$ cat src/rtl/mrd_stage_ctrl.sv
// ---------------------------------------------------------------------------
// mrd_stage_ctrl
// Stage sequencer and read-address generator for the ping-pong memory switch
// in front of the rdx2345 butterfly. For each FFT stage it issues one read
// beat per butterfly, then waits for that stage's write-back to land. After
// that it flips the ping-pong select and starts the next stage.
//   sw = 0 : read mem0, write mem1
//   sw = 1 : read mem1, write mem0
//
// Optional feature macro: MRD_STAGE_CTRL_TIMEOUT_EN
//   When defined, a drain watchdog aborts the transform. It fires when
//   DRAIN_TIMEOUT cycles pass in DRAIN without a wr_last, and it raises the
//   sticky err flag. When not defined, DRAIN waits forever and err is 0.
//
// Ports
//   clk, rst        clock, asynchronous active-high reset
//   start           1-cycle pulse, begins a transform (ignored while busy)
//   cfg_num_stages  number of stages, 0..MAX_STAGES
//   cfg_factors     per-stage radix, stage s at [s*FACTOR_W +: FACTOR_W]
//   cfg_beats       per-stage read beats, stage s at [s*CNT_W +: CNT_W]
//   rd_ready        read side accepts the current beat
//   wr_last         pulse: final write-back of the current stage landed
//   sw              ping-pong select
//   rd_valid        read beat valid
//   rd_bank_addr    beat index within the stage
//   rd_factor       radix of the current stage (0 when idle)
//   rd_twdl_numrtr  twiddle numerator for the beat
//   rd_last         final beat of the stage
//   stage_idx       current stage
//   busy            transform in progress
//   done            1-cycle pulse at transform end
//   err             sticky drain-timeout flag
// ---------------------------------------------------------------------------
module mrd_stage_ctrl #(
  parameter int MAX_STAGES    = 8,
  parameter int STAGE_W       = 3,
  parameter int FACTOR_W      = 3,
  parameter int CNT_W         = 11,
  parameter int TWDL_W        = 16
`ifdef MRD_STAGE_CTRL_TIMEOUT_EN
  , parameter int DRAIN_TIMEOUT = 1023
`endif
) (
  input  logic                          clk,
  input  logic                          rst,
  input  logic                          start,
  input  logic [STAGE_W:0]              cfg_num_stages,
  input  logic [MAX_STAGES*FACTOR_W-1:0] cfg_factors,
  input  logic [MAX_STAGES*CNT_W-1:0]   cfg_beats,
  input  logic                          rd_ready,
  input  logic                          wr_last,
  output logic                          sw,
  output logic                          rd_valid,
  output logic [CNT_W-1:0]              rd_bank_addr,
  output logic [FACTOR_W-1:0]           rd_factor,
  output logic [TWDL_W-1:0]             rd_twdl_numrtr,
  output logic                          rd_last,
  output logic [STAGE_W-1:0]            stage_idx,
  output logic                          busy,
  output logic                          done,
  output logic                          err
);

  typedef enum logic [1:0] {IDLE, READ, DRAIN} state_t;

  state_t state_q, state_d;

  logic [STAGE_W:0]               num_stages_q;
  logic [MAX_STAGES*FACTOR_W-1:0] factors_q;
  logic [MAX_STAGES*CNT_W-1:0]    beats_q;
  logic [FACTOR_W-1:0]            factor_arr [MAX_STAGES];
  logic [CNT_W-1:0]               beats_arr  [MAX_STAGES];
  logic [STAGE_W-1:0]             stage_q;
  logic [CNT_W-1:0]               cnt_q;
  logic [CNT_W-1:0]               last_idx;
  logic [TWDL_W-1:0]              twdl_q;
  logic [TWDL_W-1:0]              twdl_inc;
  logic [TWDL_W-1:0]              p_q;
  logic [FACTOR_W-1:0]            cur_factor;
  logic                           sw_q;
  logic                           done_q;
  logic                           at_last_beat;
  logic                           last_stage;
  logic                           xfer;
  logic                           launch;
  logic                           empty_done;
  logic                           advance;
  logic                           finish;
  logic                           abort;

`ifdef MRD_STAGE_CTRL_TIMEOUT_EN
  localparam int DRAIN_CW = $clog2(DRAIN_TIMEOUT + 1);
  logic [DRAIN_CW-1:0] drain_cnt_q;
  logic                err_q;
`endif

  // The latched configuration is unpacked into per-stage arrays. The
  // current stage's radix and beat count can then be read by a plain index.
  always_comb begin
    for (int i = 0; i < MAX_STAGES; i++) begin
      factor_arr[i] = factors_q[i*FACTOR_W +: FACTOR_W];
      beats_arr[i]  = beats_q[i*CNT_W +: CNT_W];
    end
  end

  // A beat count of zero behaves like a one-beat stage. For that reason the
  // final beat index saturates at zero instead of wrapping.
  assign cur_factor   = factor_arr[stage_q];
  assign last_idx     = (beats_arr[stage_q] == '0) ? '0 : beats_arr[stage_q] - 1'b1;
  assign at_last_beat = (cnt_q == last_idx);
  assign last_stage   = ({1'b0, stage_q} == num_stages_q - 1'b1);
  assign twdl_inc     = twdl_q + 1'b1;

  // State register. Reset abandons any transform immediately.
  always_ff @(posedge clk or posedge rst) begin
    if (rst) state_q <= IDLE;
    else     state_q <= state_d;
  end

  // Next-state logic plus the one-hot strobes that drive the datapath.
  // Drive the outputs from state only, so that they never depend
  // combinationally on the handshake inputs.
  always_comb begin
    state_d        = state_q;
    xfer           = 1'b0;
    launch         = 1'b0;
    empty_done     = 1'b0;
    advance        = 1'b0;
    finish         = 1'b0;
    abort          = 1'b0;
    rd_valid       = (state_q == READ);
    busy           = (state_q != IDLE);
    rd_bank_addr   = '0;
    rd_twdl_numrtr = '0;
    rd_last        = 1'b0;
    rd_factor      = busy ? cur_factor : '0;
    stage_idx      = stage_q;
    sw             = sw_q;
    done           = done_q;
`ifdef MRD_STAGE_CTRL_TIMEOUT_EN
    err            = err_q;
`else
    err            = 1'b0;
`endif
    unique case (state_q)
      IDLE: begin
        if (start) begin
          if (cfg_num_stages == '0) begin
            empty_done = 1'b1;
          end else begin
            launch  = 1'b1;
            state_d = READ;
          end
        end
      end
      READ: begin
        rd_bank_addr   = cnt_q;
        rd_twdl_numrtr = twdl_q;
        rd_last        = at_last_beat;
        xfer           = rd_ready;
        if (rd_ready && at_last_beat) state_d = DRAIN;
      end
      DRAIN: begin
        if (wr_last) begin
          if (last_stage) begin
            finish  = 1'b1;
            state_d = IDLE;
          end else begin
            advance = 1'b1;
            state_d = READ;
          end
        end
`ifdef MRD_STAGE_CTRL_TIMEOUT_EN
        else if (drain_cnt_q == DRAIN_CW'(DRAIN_TIMEOUT - 1)) begin
          abort   = 1'b1;
          state_d = IDLE;
        end
`endif
      end
      default: state_d = IDLE;
    endcase
  end

  // Datapath registers: latched configuration, beat counter, twiddle
  // numerator and its wrap period P, and the stage index. P is the product
  // of the radices of all stages that have already finished, truncated to
  // TWDL_W bits.
  always_ff @(posedge clk or posedge rst) begin
    if (rst) begin
      num_stages_q <= '0;
      factors_q    <= '0;
      beats_q      <= '0;
      stage_q      <= '0;
      cnt_q        <= '0;
      twdl_q       <= '0;
      p_q          <= TWDL_W'(1);
      sw_q         <= 1'b0;
      done_q       <= 1'b0;
    end else begin
      done_q <= empty_done | finish;
      if (launch) begin
        num_stages_q <= (cfg_num_stages > (STAGE_W+1)'(MAX_STAGES)) ?
                        (STAGE_W+1)'(MAX_STAGES) : cfg_num_stages;
        factors_q    <= cfg_factors;
        beats_q      <= cfg_beats;
        stage_q      <= '0;
        cnt_q        <= '0;
        twdl_q       <= '0;
        p_q          <= TWDL_W'(1);
        sw_q         <= 1'b0;
      end
      if (xfer) begin
        cnt_q  <= cnt_q + 1'b1;
        twdl_q <= (twdl_inc == p_q) ? '0 : twdl_inc;
      end
      if (advance) begin
        sw_q    <= ~sw_q;
        p_q     <= p_q * {{(TWDL_W-FACTOR_W){1'b0}}, cur_factor};
        stage_q <= stage_q + 1'b1;
        cnt_q   <= '0;
        twdl_q  <= '0;
      end
      if (finish || abort) begin
        sw_q    <= 1'b0;
        stage_q <= '0;
      end
    end
  end

`ifdef MRD_STAGE_CTRL_TIMEOUT_EN
  // The drain watchdog counts only while in DRAIN. It is held at zero
  // elsewhere, so every entry into DRAIN starts a fresh count. err stays set
  // until reset.
  always_ff @(posedge clk or posedge rst) begin
    if (rst) begin
      drain_cnt_q <= '0;
      err_q       <= 1'b0;
    end else begin
      if (state_q == DRAIN) drain_cnt_q <= drain_cnt_q + 1'b1;
      else                  drain_cnt_q <= '0;
      if (abort) err_q <= 1'b1;
    end
  end
`endif

endmodule

$ cat config.mk
export PLATFORM = sky130hd
export DESIGN_NAME = mrd_stage_ctrl
export DESIGN_NICKNAME = d
export VERILOG_FILES = /design/src/rtl/mrd_stage_ctrl.sv
export SDC_FILE = /design/constraint.sdc
export NUM_CORES = 1
export LEC_CHECK = 0
export CORE_ASPECT_RATIO = 1.1
export CORE_MARGIN = 8
export CORE_UTILIZATION = 30
export DETAILED_ROUTE_END_ITERATION = 8
export GPL_TIMING_DRIVEN = 0
export HOLD_SLACK_MARGIN = 0.06
export PLACE_DENSITY = 0.46
export SLEW_MARGIN = 20
export SYNTH_ARGS = -nofsm -noshare
export SYNTH_HDL_FRONTEND = slang
export SYNTH_SLANG_ARGS = --single-unit
$ cat constraint.sdc
create_clock -name clk -period 12.1 [get_ports clk]
set_input_delay 2.42 -clock clk [delete_from_list [all_inputs] [get_ports clk]]
set_output_delay 2.42 -clock clk [all_outputs]
set_load 0.01 [all_outputs]
==> results of run 1 <==
-- flip-flops by register name, indices dropped and copies added, names as in the netlist --
register / flops
beats_q: 88
cnt_q: 11
done: 1
factors_q: 24
num_stages_q: 4
p_q: 16
stage_idx: 3
state_q: 2
sw: 1
twdl_q: 16
-- synth_stat cells, drive strengths merged, types with 3 or more instances --
cell type  number
nand2         431
mux2            6
nand3b          4
mux2i          17
and3            7
or3             7
nor2b           9
a22o            3
fa             14
clkbuf         51
buf            11
nand3          32
and2           40
o31ai           5
xnor2          28
xor2           26
nor3            9
nor2           46
nand4           8
o21ai          53
ha             19
nor4            7
or4             4
mux4           27
o22ai           3
a31oi           6
dfrtp         165
o41ai           4
inv            46
a21oi          14
-- through the flow --
stage               hold WS [ns]  std cells  util, %
finish                     0.471       1758     39.1
global route               0.500       1758     39.1
detailed placement         0.457       1726     37.2
CTS                        0.476       1758     39.1
floorplan                  0.437       1140        -
global placement           0.452       1724     37.0
-- routing by layer --
| layer | wire length [um] | global-route usage, % | up-vias |
|---|---|---|---|
| li1 | - | - | 4122 |
| met1 | 14600 | 21.2 | 4028 |
| met2 | 15300 | 28.1 | 177 |
| met3 | 1290 | 3.37 | 23 |
| met4 | 459 | 4.30 | 0 |
| met5 | 0 | 0 | - |
-- worst paths after layout --
| kind | to | start | depth (start not counted) | slack, ns |
|---|---|---|---|---|
| min in group asynchronous | twdl_q[3] | rst | 2 | 2.39 |
| hold reg to reg | beats_q[67] | beats_q[67] | 2 | 0.47 |
| hold / removal | beats_q[67] | beats_q[67] | 2 | 0.47 |
| setup / recovery | rd_last | stage_idx[0] | 14 | 4.36 |
| max in group asynchronous | stage_idx[2] | rst | 4 | 8.75 |
| setup reg to reg | p_q[15] | stage_idx[0] | 17 | 6.34 |
-- report_power, final --
group	switching [mW]	leakage, nW	total [mW]	internal (mW)
Sequential	0.139	2.15	0.880	0.741
Clock	0.277	0.304	0.578	0.301
Combinational	0.626	3.34	1.13	0.509
Total	1.04	5.80	2.59	1.55
-- final cells by class --
cell class | instances | area (um2) | share of cell area, %
Multi-Input combinational cell | 866 | 5280 | 41.6
Tap cell | 426 | 533 | 4.21
Clock inverter | 15 | 203 | 1.60
Buffer | 62 | 263 | 2.07
Clock buffer | 17 | 425 | 3.36
Sequential cell | 166 | 4160 | 32.8
Timing Repair Buffer | 160 | 1640 | 12.9
Inverter | 46 | 180 | 1.42
-- kinds of logic after synthesis --
group,after synthesis
simple gates,613
buf+inv,108
flops,166
compound gates,111
other cells,1
mux,50
xor+xnor,58
fa+ha+maj,33
-- worst max-delay path: cells and delay by family (launching register included) --
kind	cells	cell delay, ns
AO/OA/AOI/OAI	2	0.63
XOR/XNOR	1	0.14
adder cells (fa/ha/maj)	1	0.27
buffers and inverters	3	1.71
flip-flops	1	0.42
multiplexers	2	0.73
AND/OR/NAND/NOR	5	0.97
==> impl_metrics.ini, run 1 <==
[routing]
drtAntennaViolNets = 0
vias_per_cell = 4.75
vias = 8350
drc = 0
drt_wl_total_mm = 31.7
first_iter_violations = 439
firstDrtPassIters = 5
post_drt_wl_per_cell_um = 18.0

[yosys]
synth_fa_ha_area_share_pct = 5.25
avgSynthCellArea_um2 = 8.66
synthArstFlopShare_pct = 100
synth_top_area_share_pct = 41.8
muxShareOfSynthArea_pct = 8.80
synth_area_mm2 = 0.00987
synth_xor_xnor_area_share_pct = 5.73
synth_edf_count = 0
synth-simple-area-share_pct = 26.6
synth_area_leaders = dfrtp_1, nand2_1, mux4_2, fa_1, o21ai_0
synth_top_family_by_area = simple AND/OR/NAND/NOR gates
ys_dominant_reg_cell = dfrtp_1
ys_ff_latch = 166
yosys_warnings = 0
synth-compound-area-share_pct = 7.04
yosysSeqAreaShare_pct = 42.1
synth_fp_nets = 1294
synthCells = 1140
synth_cell_types = 69
yosysTopAreaCell = dfrtp_1

[clocking]
clockBufferDepth = 2
clk-insertion-delay-late_ns = 0.44
h-tree-depth = 4
cts_tree = yes
cts_resized = 0
clk_pin_slew_worst_paths_ns = 0.08
post_cts_buffers = 0
cts_hold_buf = 0
cts_made_buffers = 17
clock_sink_count = 166
cts_root_buffer = clkbuf_16

[place]
placed_area_mm2 = 0.0120
dp_worst_setup_slack_ns = 4.79
hpwl_mm = 24.8
gp_congestion = 0.837
io_buffer_count = 158

[power_and_ir_drop]
p_per_area_mw_per_mm2 = 205
total_power_mw = 2.59
peakVddDrop_mv = 0.0853
total_leakage_power_nw = 5.80

[finish]
fillers = 3327
areaGrowthSynthToFinish_pct = 28.4
final_cell_mix = nand2_1, dfrtp_1, clkdlybuf4s50_1, o21ai_0, clkbuf_1
design_area_mm2 = 0.0127
diodes = 0
fin_nets = 1473
layout_commonest_cell = nand2_1
drive_above_1_share_pct = 5.93

[timing]
fmax_ghz = 0.129
finalHoldViolCount = 0
slew_viol_final = 0
tightest_slew_ns = 0.936
setup_viol = 0
finalCritPeriodShare_pct = 63.9
period_minus_slack_ns = 7.74
rsz0062_at_grt = no
fin_ws_ns = 4.36
finClkSkew_ns = 0.0154
setup-tns-final_ns = 0
maxSlewHeadroom_pct = 37.6

[setup_path]
critical_path.slowest_cell = buf_1
path_cells = clkbuf_1 > buf_1 > mux2i_1 > ha_1 > nand2_1 > nor3_1 > a22o_2 > nand2_1 > mux2_2 > xor2_1 > a2111o_1 > nor4_1 > and2_1 > clkdlybuf4s50_1
crit_type = reg2out
required_ns = 9.68
max_stage_delay_ns = 0.75
endpoint_kind = output port
crit_arrival_ns = 5.32
cpMostUsedCell = nand2_1
critPathMaxFanout = 10
cp-start-kind = flip-flop

[die]
start_util_pct = 30.5
core-area_mm2 = 0.0324
rows = 69
io_pins = 160
die_h_um = 206
die_w_um = 189
dieArea_mm2 = 0.0390

[grt]
grt_start_max_net_pins = 61
grt_overflow = 0
grt_pass1_wl_mm = 50.2
antenna_found_initial = 0
grt_use_total_pct = 16.5
grt_pass1_vias = 8742

[run]
maxCapViolations = 0

[min_path]
min_path_type = reg2reg

[run_status]
status = complete, no violations
(Power assumes the default switching activity.)
==> run 2: changes to the inputs <==
--- a/config.mk
+++ b/config.mk
@@ -11,7 +11,7 @@
 export DETAILED_ROUTE_END_ITERATION = 8
 export GPL_TIMING_DRIVEN = 0
 export HOLD_SLACK_MARGIN = 0.06
-export PLACE_DENSITY = 0.46
+export PLACE_DENSITY = 0.48
 export SLEW_MARGIN = 20
 export SYNTH_ARGS = -nofsm -noshare
 export SYNTH_HDL_FRONTEND = slang
==> constraint.sdc (replaced) <==
create_clock -name clk -period 6.8 [get_ports clk]
set_input_delay 1.36 -clock clk [delete_from_list [all_inputs] [get_ports clk]]
set_output_delay 1.36 -clock clk [all_outputs]
set_load 0.01 [all_outputs]
==> run 2 against run 1 <==
Register-to-register slack lost 5.0 ns. First-iteration DRC count fell by 15%. Sequential power rose by 77%. Non-clock buffer count fell by 1. Critical endpoint unchanged. Sequential share of layout area increased by 0.13 points. Largest cell class unchanged. Core utilization is 0.15 points lower. Clock power up 72%. Total power increased by 76%. Combinational power rose by 78%.
==> impl_metrics.ini, run 2 (synthesized netlist as in run 1, its figures left out) <==
[timing]
maxSlewHeadroom_pct = 54.3
finalCritPeriodShare_pct = 94.2
fin_ws_ns = 0.395
period_minus_slack_ns = 6.41
finClkSkew_ns = 0.0184
tightest_slew_ns = 0.666
fmax_ghz = 0.156
finalHoldViolCount = 0
setup_viol = 0
setup-tns-final_ns = 0
slew_viol_final = 0
holdWs_ns = 0.471
rsz0062_at_grt = no

[power_and_ir_drop]
total_power_mw = 4.57
switching_share_pct = 40.4
p_per_area_mw_per_mm2 = 362
total_leakage_power_nw = 5.78
clockPowerShare_pct = 21.8
pwr-share-comb_pct = 44.0
intPower_mw = 2.72
peakVddDrop_mv = 0.167
p_switching_mw = 1.85
p_seq_share_pct = 34.2

[routing]
vias = 8431
drtAntennaViolNets = 0
vias_per_cell = 4.80
post_drt_wl_per_cell_um = 17.9
drt_wl_total_mm = 31.4
drc = 0
first_iter_violations = 375
firstDrtPassIters = 7

[run]
maxCapViolations = 0

[setup_path]
cp-start-kind = flip-flop
crit_type = reg2out
path_cells = buf_2 > buf_2 > buf_2 > mux2i_1 > nand4_1 > a41oi_1 > or3b_1 > xnor2_1 > or3_1 > o311a_1 > nor4_1 > and2_1 > clkdlybuf4s50_1
cpMostUsedCell = buf_2
path_delay_family = buffers and inverters
critPathMaxFanout = 10
path_buf_inv = 4
endpoint_kind = output port
rr_worst_depth = 18
crit_arrival_ns = 5.05
crit-reg2reg-launch = stage_idx[1]
required_ns = 5.44
reg2reg_to = p_q[15]
reg2reg_setup_slack_ns = 1.39
max_stage_delay_ns = 0.54
critical_path.slowest_cell = clkdlybuf4s50_1

[die]
start_util_pct = 30.5
dieArea_mm2 = 0.0390
core-area_mm2 = 0.0324
rows = 69
die_h_um = 206
die_w_um = 189
io_pins = 160

[place]
dp.cells = 1725
io_buffer_count = 158
placed_area_mm2 = 0.0120
gp_congestion = 0.867
dp_worst_setup_slack_ns = 0.556
hpwl_mm = 24.3

[clocking]
h-tree-depth = 4
cts_root_buffer = clkbuf_16
cts_made_buffers = 17
clk-insertion-delay-late_ns = 0.44
clockBufferDepth = 2
clk_pin_slew_worst_paths_ns = 0.08
clock_sink_count = 166
cts_hold_buf = 0
cts_tree = yes

[grt]
use_met3_pct = 3.19
grt_start_max_net_pins = 98
grt_overflow = 0
antenna_found_initial = 0
grtUsageMet1_pct = 20.6
grt_pass1_vias = 8730
grt_pass1_wl_mm = 49.8
grt_use_total_pct = 16.3
grt.busiest_layer = met2
grt_util_met2_pct = 28.6

[finish]
regMostFlops = beats_q
layout_commonest_cell = nand2_1
fin_util_pct = 39.0
diodes = 0
largest_registers = beats_q (88), factors_q (24)
final_cells = 1757
areaGrowthSynthToFinish_pct = 27.9
fin_nets = 1472
fillers = 3363
design_area_mm2 = 0.0126
largest_reg_flops = 88
drive_above_1_share_pct = 5.86
final_cell_mix = nand2_1, dfrtp_1, clkdlybuf4s50_1, clkbuf_1, o21ai_0

[min_path]
min_from = beats_q[23]
holdPathStages = 2
min_path_type = reg2reg
min_to = beats_q[23]

[run_status]
status = complete, no violations
[run 2: cell types whose count changed in the layout (fill, tap and decap cells not counted), sizes merged]
cell / change
buf: -2
clkbuf: +2
bufinv: -1
inv: +1
clkinv: -1
[run 2: power groups by stage]
stage,clock (mW),sequential (mW),combinational (mW)
after floorplan,0,1.49,1.40
after global placement,0,1.58,2.00
after detailed placement,0,1.59,2.03
after CTS,1.01,1.57,2.04
after global routing,1.05,1.61,2.23
final,0.994,1.56,2.01
[run 2: final cells by class]
type                    count  area [um2]  area share [%]
multi-input cells         866        5280            41.8
inverters                  46         180            1.43
clock inverters            14         175            1.39
plain buffers              62         264            2.09
well taps                 426         533            4.22
flip-flops and latches    166        4160            32.9
clock buffers              18         429            3.40
repair buffers            159        1610            12.7
[run 2: worst max-delay path by stage]
stage / start / to / slack, ns / depth (start not counted)
6_report: stage_idx[2] / rd_last / 0.39 / 13
5_1_grt: stage_idx[1] / rd_last / 0.06 / 14
4_1_cts: stage_idx[0] / rd_last / 0.08 / 14
3_5_place_dp: stage_idx[0] / rd_last / 0.56 / 14
3_3_place_gp: rst / beats_q[85] / -1.83 / 2
2_1_floorplan: rst / beats_q[0] / 0.95 / 1
[run 2: metal layers]
layer  vias up  share of wire (%)
li1       4121                  -
met1      4097                 45
met2       189                 50
met3        24                4.0
met4         0                1.0
met5         -                  0
[run 2: tightest hold or removal path, delay by kind of cell, from the launching register on]
family	cells	cell delay [ns]
DFF	1	0.34
and+or+nand+nor	2	0.10
[run 2: what timing repair did]
item | CTS | global route
setup buffers | 0 | 0
endpoints found under the setup margin | 0 | 1
resized for setup | 0 | 2
==> run 3: changes to the inputs <==
--- a/config.mk
+++ b/config.mk
@@ -5,6 +5,7 @@
 export SDC_FILE = /design/constraint.sdc
 export NUM_CORES = 1
 export LEC_CHECK = 0
+export CAP_MARGIN = 20
 export CORE_ASPECT_RATIO = 1.1
 export CORE_MARGIN = 8
 export CORE_UTILIZATION = 30
==> results of run 3 <==
Same layout as run 2: the final DEF is identical, and so are final timing and power.
